**src/rtl/dp_ram_pkg.sv**
```systemverilog
// Shared constants and clear-sequencer state encoding for the parametrised dual-port RAM.
package dp_ram_pkg;

    localparam int unsigned RDW_OLD = 0;
    localparam int unsigned RDW_NEW = 1;

    typedef enum logic [0:0] {
        StClear = 1'b0,
        StReady = 1'b1
    } clr_state_e;

endpackage

```
**src/rtl/dp_ram_clear_fsm.sv**
```systemverilog
// Post-reset clear sequencer: zeroes every word once, then hands the write port to the user.
module dp_ram_clear_fsm
    import dp_ram_pkg::*;
#(
    parameter int unsigned DATA_W    = 8,
    parameter int unsigned ADDR_W    = 4,
    parameter int unsigned NUM_LANES = 2
) (
    input  logic                 clk,
    input  logic                 rst_n,
    input  logic                 wr_en,
    input  logic [ADDR_W-1:0]    wr_addr,
    input  logic [NUM_LANES-1:0] wr_be,
    input  logic [DATA_W-1:0]    wr_data,
    output logic                 mem_we,
    output logic [ADDR_W-1:0]    mem_addr,
    output logic [NUM_LANES-1:0] mem_be,
    output logic [DATA_W-1:0]    mem_data,
    output logic                 init_busy
);

    clr_state_e          state_q, state_d;
    logic [ADDR_W-1:0]   clr_addr_q, clr_addr_d;

    always_ff @(posedge clk or negedge rst_n) begin
        if (!rst_n) begin
            state_q    <= StClear;
            clr_addr_q <= '0;
        end else begin
            state_q    <= state_d;
            clr_addr_q <= clr_addr_d;
        end
    end

    always_comb begin
        state_d    = state_q;
        clr_addr_d = clr_addr_q;
        mem_we     = wr_en;
        mem_addr   = wr_addr;
        mem_be     = wr_be;
        mem_data   = wr_data;
        init_busy  = 1'b0;
        unique case (state_q)
            StClear: begin
                // User requests are dropped while the array is being zeroed
                init_busy  = 1'b1;
                mem_we     = 1'b1;
                mem_addr   = clr_addr_q;
                mem_be     = '1;
                mem_data   = '0;
                clr_addr_d = clr_addr_q + 1'b1;
                if (&clr_addr_q) begin
                    state_d = StReady;
                end
            end
            StReady: begin
            end
            default: state_d = StClear;
        endcase
    end

endmodule

```
**src/rtl/dp_ram_param.sv**
```systemverilog
// Simple dual-port RAM with byte-lane writes, selectable read-during-write behaviour,
// optional output register, response qualifier, collision flag and post-reset clear.
module dp_ram_param
    import dp_ram_pkg::*;
#(
    parameter int unsigned DATA_W   = 8,
    parameter int unsigned ADDR_W   = 4,
    parameter int unsigned LANE_W   = 4,
    parameter int unsigned RDW_MODE = 0,
    parameter int unsigned OUT_REG  = 0
) (
    input  logic                       clk,
    input  logic                       rst_n,
    input  logic                       wr_en,
    input  logic [ADDR_W-1:0]          wr_addr,
    input  logic [DATA_W/LANE_W-1:0]   wr_be,
    input  logic [DATA_W-1:0]          wr_data,
    input  logic                       rd_en,
    input  logic [ADDR_W-1:0]          rd_addr,
    output logic [DATA_W-1:0]          rd_data,
    output logic                       rd_valid,
    output logic                       collision,
    output logic                       init_busy
);

    localparam int unsigned NUM_LANES = DATA_W / LANE_W;
    localparam int unsigned DEPTH     = 2 ** ADDR_W;

    if (DATA_W % LANE_W != 0) begin : g_width_check
        $error("dp_ram_param: DATA_W must be a multiple of LANE_W");
    end

    logic                 mem_we;
    logic [ADDR_W-1:0]    mem_addr;
    logic [NUM_LANES-1:0] mem_be;
    logic [DATA_W-1:0]    mem_data;

    dp_ram_clear_fsm #(
        .DATA_W    (DATA_W),
        .ADDR_W    (ADDR_W),
        .NUM_LANES (NUM_LANES)
    ) u_clear_fsm (
        .clk       (clk),
        .rst_n     (rst_n),
        .wr_en     (wr_en),
        .wr_addr   (wr_addr),
        .wr_be     (wr_be),
        .wr_data   (wr_data),
        .mem_we    (mem_we),
        .mem_addr  (mem_addr),
        .mem_be    (mem_be),
        .mem_data  (mem_data),
        .init_busy (init_busy)
    );

    logic [DATA_W-1:0] mem [DEPTH];

    always_ff @(posedge clk) begin
        for (int i = 0; i < NUM_LANES; i++) begin
            if (mem_we && mem_be[i]) begin
                mem[mem_addr][i*LANE_W +: LANE_W] <= mem_data[i*LANE_W +: LANE_W];
            end
        end
    end

    logic              rd_fire, wr_fire, coll;
    logic [DATA_W-1:0] rd_old, rd_new, rd_word;

    assign rd_fire = rd_en & ~init_busy;
    assign wr_fire = wr_en & ~init_busy;
    assign coll    = rd_fire & wr_fire & (rd_addr == wr_addr);
    assign rd_old  = mem[rd_addr];

    // Word as it will look after this cycle's write lands
    always_comb begin
        rd_new = rd_old;
        for (int i = 0; i < NUM_LANES; i++) begin
            if (wr_be[i]) begin
                rd_new[i*LANE_W +: LANE_W] = wr_data[i*LANE_W +: LANE_W];
            end
        end
    end

    assign rd_word = (RDW_MODE == RDW_NEW && coll) ? rd_new : rd_old;

    logic [DATA_W-1:0] data1_q;
    logic              valid1_q, coll1_q;

    always_ff @(posedge clk or negedge rst_n) begin
        if (!rst_n) begin
            data1_q  <= '0;
            valid1_q <= 1'b0;
            coll1_q  <= 1'b0;
        end else begin
            valid1_q <= rd_fire;
            coll1_q  <= coll;
            if (rd_fire) begin
                data1_q <= rd_word;
            end
        end
    end

    if (OUT_REG != 0) begin : g_out_reg
        logic [DATA_W-1:0] data2_q;
        logic              valid2_q, coll2_q;

        always_ff @(posedge clk or negedge rst_n) begin
            if (!rst_n) begin
                data2_q  <= '0;
                valid2_q <= 1'b0;
                coll2_q  <= 1'b0;
            end else begin
                valid2_q <= valid1_q;
                coll2_q  <= coll1_q;
                if (valid1_q) begin
                    data2_q <= data1_q;
                end
            end
        end

        assign rd_data   = data2_q;
        assign rd_valid  = valid2_q;
        assign collision = coll2_q;
    end else begin : g_no_out_reg
        assign rd_data   = data1_q;
        assign rd_valid  = valid1_q;
        assign collision = coll1_q;
    end

endmodule

```
**config.mk**
```make
export PLATFORM = sky130hd
export DESIGN_NAME = dp_ram_param
export DESIGN_NICKNAME = d
export VERILOG_FILES = /design/src/rtl/dp_ram_pkg.sv /design/src/rtl/dp_ram_clear_fsm.sv /design/src/rtl/dp_ram_param.sv
export SDC_FILE = /design/constraint.sdc
export NUM_CORES = 1
export LEC_CHECK = 0
export ABC_AREA = 1
export CORE_MARGIN = 2
export CORE_UTILIZATION = 44
export CTS_CLUSTER_DIAMETER = 60
export DETAILED_ROUTE_END_ITERATION = 8
export PLACE_DENSITY_LB_ADDON = 0.2
export SLEW_MARGIN = 15
export SYNTH_ARGS = -nofsm -noshare
export SYNTH_HDL_FRONTEND = slang
export SYNTH_SLANG_ARGS = --single-unit
```
**constraint.sdc**
```tcl
create_clock -name clk -period 1.8 [get_ports clk]
set_input_delay 0.45 -clock clk [delete_from_list [all_inputs] [get_ports clk]]
set_output_delay 0.45 -clock clk [all_outputs]
set_load 0.05 [all_outputs]
```
Word level (Yosys, flattened, before mapping)
Memory sizes are Yosys's and may differ from the RTL's. A register that Yosys moved wholly into a read port is not among the register bits.
Index checks and enable logic that the tools add are counted.

storage, ports and cells
  flip-flop bits (word level) = 7
  memory bits (writable) = 128
  input port bits = 22
  output and inout port bits = 11
  logic and storage cells = 26
  memories kept = 1

memories
  name  words  width  read ports  clocked after Yosys merged registers in  wr ports  line                text
  mem   16     8      1           1                                        1         dp_ram_param.sv:56  logic [DATA_W-1:0] mem [DEPTH];

operators by class
  add/sub/neg operators = 1
  eq/ne operators = 1
  muxes and demuxes = 11
  bitwise operators = 4
  reductions and logical operators = 4

operators with widths
  kind                                                           number
  1-bit two-way mux                                              8
  8-bit two-way mux                                              1
  4-bit by 1-bit adder with 4-bit output, second input constant  1
  1-bit AND                                                      4
  4-bit equality test                                            1
  4-bit two-way mux                                              1
  4-bit AND reduction                                            1
  1-bit logical AND                                              2
  2-bit two-way mux                                              1
  1-bit logical NOT                                              1

Depth between registers and ports, before layout
Gate-level depths: netlist (run 1).

  depth in word-level cells = 4
  gate-level depth with buffers = 11
  mapped depth without buffers = 9

Cells and area by module
A second synthesis (run 1) with hierarchy kept.

unflattened totals
  cells, all modules = 590
  area total of the unflattened synthesis = 6,219.7 um^2

modules (own cells, without submodules)
  module            times used  cells an instance  area an instance (um^2)  seq. area each (um^2)
  dp_ram_param      1           534                5,830.6                  4,093.9
  dp_ram_clear_fsm  1           56                 389.1                    125.1

Worst setup path before layout (run 1)
No wires, ideal clock.

  kind = reg-to-reg
  start = register u_clear_fsm.state_q
  end = memory mem[10][0], enable pin
  library setup time = 329 ps
  arrival time = 1,325 ps
  required time = 1,471 ps
  path slack = 146 ps
  cell stages (with the launch flop) = 5
  path buffers = 1
  clock period less this slack = 1,654 ps
  path through = dfrtp_1 inv_1 a21oi_2 buf_2 nor2_1

on the way
  cells in the longest elaborated chain, start to end = 4
  elaborated cells between the ends (all ways) = 6
  classes of those cells = mux (5); reduce/logical (1)

RTL lines
  what                                                    line                    text
  start: declaration                                      dp_ram_clear_fsm.sv:22  clr_state_e state_q, state_d;
  start signal: assignment                                dp_ram_clear_fsm.sv:27  state_q <= StClear;
  start signal: assignment                                dp_ram_clear_fsm.sv:30  state_q <= state_d;
  1-bit two-way mux or 2-bit two-way mux (tied branches)  dp_ram_clear_fsm.sv:43  unique case (state_q)
  1-bit logical AND                                       dp_ram_param.sv:60      if (mem_we && mem_be[i]) begin
  1-bit two-way mux                                       dp_ram_param.sv:60
  1-bit two-way mux (implied by the code)                 dp_ram_param.sv:61      mem[mem_addr][i*LANE_W +: LANE_W] <= mem_data[i*LANE_W +: LANE_W];
  end: declaration                                        dp_ram_param.sv:56

Parallel ways exist; a longest one is shown, timed or not.

Final worst setup path (run 1)
  start = register u_clear_fsm.state_q
  end = memory mem[3][5], enable pin

The elaborated chain is that of the path after synthesis.

==> results by group, run 1 <==
Yosys
  • Number of synthesized flops with an enable pin: roughly 130
  • Mapped Area: roughly 6100 um2
  • Async SR Flop Fraction: 10.5%
  • Synth warn: 0
  • Cell variety after synth: 25
  • Main synth FF type: edfxtp_1
  • #FFs+latches synth: roughly 140
  • Sequential share of the synthesized area: 69.2%
  • Syn Nets: 600
  • Syn Area/Cell: 10.6 um2
  • Synth Instances: 577

Worst setup path
  • Number of buffers and inverters on the critical path: 2
  • Critical path arrival: 1.95 ns
  • Critical-path cell list: clkbuf_4, nand2_1, o21ai_4, nor2_2, nand2_1, nor2_1, buf_4
  • Setup crit end kind: flip-flop
  • CP delay by family, top: simple AND/OR/NAND/NOR gates
  • CP Launch Type: flip-flop
  • CP dominant cell by count: nand2_1
  • Max incr delay on CP: around 0.43 ns
  • CP required: 1.94 ns
  • Critical path type: flip-flop to flip-flop
  • Slowest-stage cell, CP: dfrtp_2
  • Crit path max fanout: 6

Timing
  • Setup violators final: 4
  • Final setup TNS: -0.0526 ns
  • Fin crit share: 101%
  • F_max: 0.551 GHz
  • Final setup margin: -0.0140 ns
  • RSZ-0062 raised after global routing: yes
  • Final Max Slew Viols: 0
  • Worst-Margin Slew: between 0.6 and 0.7 ns
  • Max Clock Skew: 0.0113 ns
  • Tmin final: 1.81 ns
  • Fin. Hold Viols: 0
  • Relative slew margins: between 50% and 60%

Routing
  • Drt pass-1 iters: 5
  • DR vias/cell: roughly 5.1
  • DR WL met2: 7.01 mm
  • Vias: 4355
  • Met3 wire length: 655 um
  • DRC violations left: 0
  • Metal-1 WL: 6.35 mm
  • Antenna Nets Post-Route: 0
  • DR WL/cell: between 15 and 20 um
  • DR top layer: met4
  • Final WL: 14.3 mm
  • Initial DRC count: 345

Clocking
  • Clock sinks: 143
  • CTS tree: done
  • Root buf cell: clkbuf_16
  • Clock Tree Buf Depth: 2
  • Number of CTS-inserted buffers: 17
  • H-tree levels: 4
  • Clock slew at reported path FFs: 0.05 ns
  • Clk_lat worst skew: 0.42 ns

Run status
  • Failing checks: setup timing
  • Outcome: complete, but fails checks

Flow run
  • MaxCap Viol Count: 0

Cells and area
  • Area Overhead vs Synth: 26.1%
  • Antenna Diode Count: 0
  • Fraction of layout cells with a size suffix above 1: 18.3%
  • Post-layout util: between 50% and 60%
  • Final net count: 687

Pwr
  • Pwr/cell area: roughly 970 nW/um2
  • VDD IR max: ~0.9 mV
  • Leak: 3.11 nW

Placement
  • GPL Wtd Cong: a little over 0.8
  • Port-buffer cells: 32
  • Detailed placement HPWL: 9.79 mm

Die
  • IO Pins: 33
  • Die Width: 122 um
  • Initial Utilization: 44.4%
  • Die span in y: between 100 and 150 um
  • Core area: roughly 14000 um2
  • Die ar.: 14800 um2
  • Row Count: 43

GRT
  • Number of global-route vias before repair: 4396
  • Remaining global-route overflow: 0
  • Largest net degree at the start of global routing: 34
  • Tot GR Track Use: 21.1%
  • Initial antenna violation count: 0
  • First-pass GRT wire length: 22.6 mm

Min path
  • HP Class: input port to async pin
==> cells in the final DEF, fill, tap and decap left out, types with 2 or more instances in the layout <==
cell             count
buf_4               63
nand2_2              2
o2111ai_1            2
clkinv_2             2
xor2_1               2
nor2_4               5
inv_1               14
clkbuf_16           17
nand2_1            224
nand3_1             96
clkdlybuf4s50_1     20
buf_12              12
o21ai_0              3
nor2_1              35
dfrtp_1             14
clkbuf_1             9
inv_2                9
edfxtp_1           128
clkbuf_8             4
a21oi_4              4
==> cells by family after synthesis <==
logic type	share of synthesized area (%)
AO/OA/AOI/OAI	1.42
XOR/XNOR	0.431
adder cells (fa/ha/maj)	0.205
buffers and inverters	4.08
flip-flops	69.2
AND/OR/NAND/NOR	24.7
==> path summary, 6_finish.rpt <==
kind / startpoint / to / slack (ns) / cells past startpoint
max: u_clear_fsm.state_q$_DFF_PN0_ / mem[3][5]$_DFFE_PP_ / -0.01 / 7
min: rst_n / u_clear_fsm.state_q$_DFF_PN0_ / 0.36 / 2
max reg2reg: u_clear_fsm.state_q$_DFF_PN0_ / mem[3][5]$_DFFE_PP_ / -0.01 / 7
min reg2reg: rd_data[6]$_DFFE_PN0P_ / rd_data[6]$_DFFE_PN0P_ / 0.49 / 2
max in group asynchronous: rst_n / u_clear_fsm.state_q$_DFF_PN0_ / 1.24 / 2
min in group clk: rd_data[6]$_DFFE_PN0P_ / rd_data[6]$_DFFE_PN0P_ / 0.49 / 2
==> layer usage <==
layer	vias to the layer above	GRT usage (%)
met2	103	33.6
li1	2121	-
met3	22	4.73
met4	0	10.1
met5	-	0
met1	2109	27.6
==> cells in the mapped netlist (2+ instances only) <==
master / number / share of area, %
inv_2: 8 / 0.49
dfrtp_1: 15 / 6.2
buf_1: 2 / 0.12
edfxtp_1: 128 / 63
o21ai_0: 3 / 0.25
buf_2: 16 / 1.3
nand3_1: 96 / 7.9
clkbuf_1: 3 / 0.18
nand2_1: 225 / 14
buf_4: 8 / 0.99
nor2_1: 38 / 2.3
a21oi_2: 4 / 0.57
xor2_1: 2 / 0.29
o2111ai_1: 2 / 0.29
inv_1: 15 / 0.92
nor2_2: 3 / 0.31
==> registers in the layout (all words and copies together) (netlist names) <==
name                    count
mem                       128
u_clear_fsm.clr_addr_q      4
collision                   1
rd_valid                    1
rd_data                     8
u_clear_fsm.state_q         1
==> report_power, final <==
part	internal, mW	switching, mW
clock network	1.90	1.18
logic	0.248	0.444
registers	3.65	0.0176
==> what timing repair did <==
action / 4_1_cts / 5_1_grt
gates resized for setup: 4 / 14
setup endpoints to repair: 129 / 93
buffers inserted: 0 / 4
hold buffers: 0 / 0
==> worst reg2reg max path, cell delays in order (launching register included) <==
cell      delay, ns
dfrtp_2        0.43
clkbuf_4       0.19
nand2_1        0.11
o21ai_4        0.10
nor2_2         0.19
nand2_1        0.10
nor2_1         0.21
buf_4          0.19
==> final cells by class <==
class	count	area (um2)
fillers	1181	6030
flip-flops and latches	143	4220
multi-input cells	381	1710
repair buffers	97	926
clock buffers	30	514
well taps	180	225
inverters	24	90.1
clock inverters	2	10.0
==> metrics by stage <==
step	cells	hold slack, ns	instance area (um2)	setup slack (ns)	total power [mW]
after CTS	853	0.347	7600	0.00374	7.50
after floorplan	577	0.154	6100	0.146	4.11
after global placement	821	0.471	7060	-0.469	4.40
after global routing	857	0.366	7690	-0.0397	7.72
final	857	0.358	7690	-0.0140	7.44
after detailed placement	821	0.474	7060	-0.465	4.41
Power figures use the tool's default switching activity.
==> run 2: changes to the inputs <==
Settings changed: ABC_CLOCK_PERIOD_IN_PS from default to 1800.
==> results of run 2 <==
The final DEF is identical to that of run 1; final timing and power are the same.
==> variant, RTL diff (settings of run 1) <==
Take the reset off `clr_addr_q` and load it in a clocked block of its own.
--- a/src/rtl/dp_ram_clear_fsm.sv
+++ b/src/rtl/dp_ram_clear_fsm.sv
@@ -27,7 +27,9 @@
             state_q    <= StClear;
-            clr_addr_q <= '0;
         end else begin
             state_q    <= state_d;
-            clr_addr_q <= clr_addr_d;
         end
+    end
+
+    always_ff @(posedge clk) begin
+        clr_addr_q <= clr_addr_d;
     end
Function: no difference found for any inputs over 10 cycles, from zero or initial values and one cycle with rst_n low; that may be too few to reach the edited logic, so the function may still have changed.
==> variant against run 1 <==
- the run still ends with setup timing left
- design area up 3.4%
- wire length down 0.19%
- total power up 9.6%
- setup slack better by 0.0060 ns
- synthesized area up 0.62%
- hold slack better by 0.026 ns
- combinational power up 3.3%
- sequential cell count unchanged
==> variant: results (changes against run 1) <==
outcome:
  outcome: "finished, violations left"
  violations: "setup timing"
synthesis:
  synth_compound_area_frac: 0.0116  # -0.00253
  async_flop_share: 0.0769  # -0.0280
  synth_commonest_cells: "226 x nand2_1, 132 x edfxtp_1, 98 x nand3_1"
  synth_fa_ha_area_frac: 0.00204  # -0.0000126
  synth_area_leaders: "edfxtp_1 65%, nand2_1 14%, nand3_1 8.0%, dfrtp_1 4.5%, nor2_1 2.2%"
  syn-num-nets: 596  # -0.67%
  synth_edf_count: 132  # +3.1%
  yosysUniqueCellTypes: 29  # +16%
routing:
  vias_per_cell: 5.04  # -0.83%
  drt_iter0_markers: 496  # +44%
  dr_total_vias: 4314  # -0.94%
worst_setup_path:
  crit_path_max_fanout: 5  # -1
global_route:
  grt_pass1_wl_um: 22000  # -2.8%
  use_met3: 0.0454  # -0.00187
  grt_util_met2: 0.327  # -0.00921
  grt_pass1_vias: 4191  # -4.7%
  grt_util_met1: 0.265  # -0.0115
  track_usage: 0.204  # -0.00712
power:
  p_leak_nw: 3.15  # +1.5%
  ir_drop_uv: 653  # -25%
timing:
  tightest_slew_ns: 0.548  # -0.0952 ns
  fin_skew_ns: 0.00863  # -0.00270 ns
  setup_violations: 7  # +3
  setup_slack_ns: -0.00805  # +0.00599 ns
  finalHoldWorstSlack_ns: 0.384  # +0.0261 ns
placement:
  dp_hpwl_um: 9810  # +0.21%
  place_congestion: 0.858  # +5.5%
  placed_area_sq_mm: 0.00717  # +1.6%
cells_and_area:
  drive_above_1_share: 0.213  # +0.0299
  nets: 686  # -0.15%
==> variant: changes by cell type after synthesis, moves of 3 or more <==
cell             run 1  this run
o21ai_0              3         0
inv_2                8         2
dfrtp_1             15        11
a21oi_2              4         0
nor2_4               0         3
edfxtp_1           128       132
==> variant: where the power goes <==
| group | total, mW | internal [mW] | switching (mW) | leakage, nW |
|---|---|---|---|---|
| sequential | 3.68 | 3.66 | 0.0154 | 1.32 |
| clock | 3.77 | 2.50 | 1.26 | 0.316 |
| combinational | 0.715 | 0.263 | 0.453 | 1.52 |
| total | 8.16 | 6.43 | 1.73 | 3.15 |
==> variant: per-layer routing <==
metal | share of wire | vias to the layer above
met5 | 0 | -
met4 | 0.025 | 0
met3 | 0.054 | 26
met2 | 0.49 | 130
met1 | 0.43 | 2040
li1 | - | 2118
==> variant: repair_timing <==
item	4_1_cts	5_1_grt
pin swaps	1	6
resized for setup	4	28
endpoints found under the setup margin	125	106
buffers inserted	0	4
==> variant: path summary, 6_finish.rpt <==
kind | startpoint | end | depth (start not counted)
hold / removal | rst_n | rd_valid | 1
setup / recovery | u_clear_fsm.state_q | mem[10][1] | 7
hold reg to reg | rd_data[0] | rd_data[0] | 2
max in group asynchronous | rst_n | u_clear_fsm.state_q | 1
min in group clk | rd_data[0] | rd_data[0] | 2
setup reg to reg | u_clear_fsm.state_q | mem[10][1] | 7
==> variant: worst max-delay path: cells and delay by family, from the launching register on <==
kind	cells	cell delay [ns]
AO/OA/AOI/OAI	1	0.17
flip-flops	1	0.42
AND/OR/NAND/NOR	3	0.55
buffers and inverters	3	0.38
==> variant: final cells by class <==
class	instances	area, sq um
Fill cell	1145	5820
Sequential cell	143	4240
Timing Repair Buffer	100	1030
Clock inverter	9	154
Multi-Input combinational cell	379	1720
Tap cell	180	225
Clock buffer	23	498
Inverter	22	87.6
==> variant: cell families after synthesis <==
group / Yosys count
flops: 143
buf+inv: 51
fa+ha+maj: 1
compound gates: 8
xor+xnor: 2
simple gates: 368
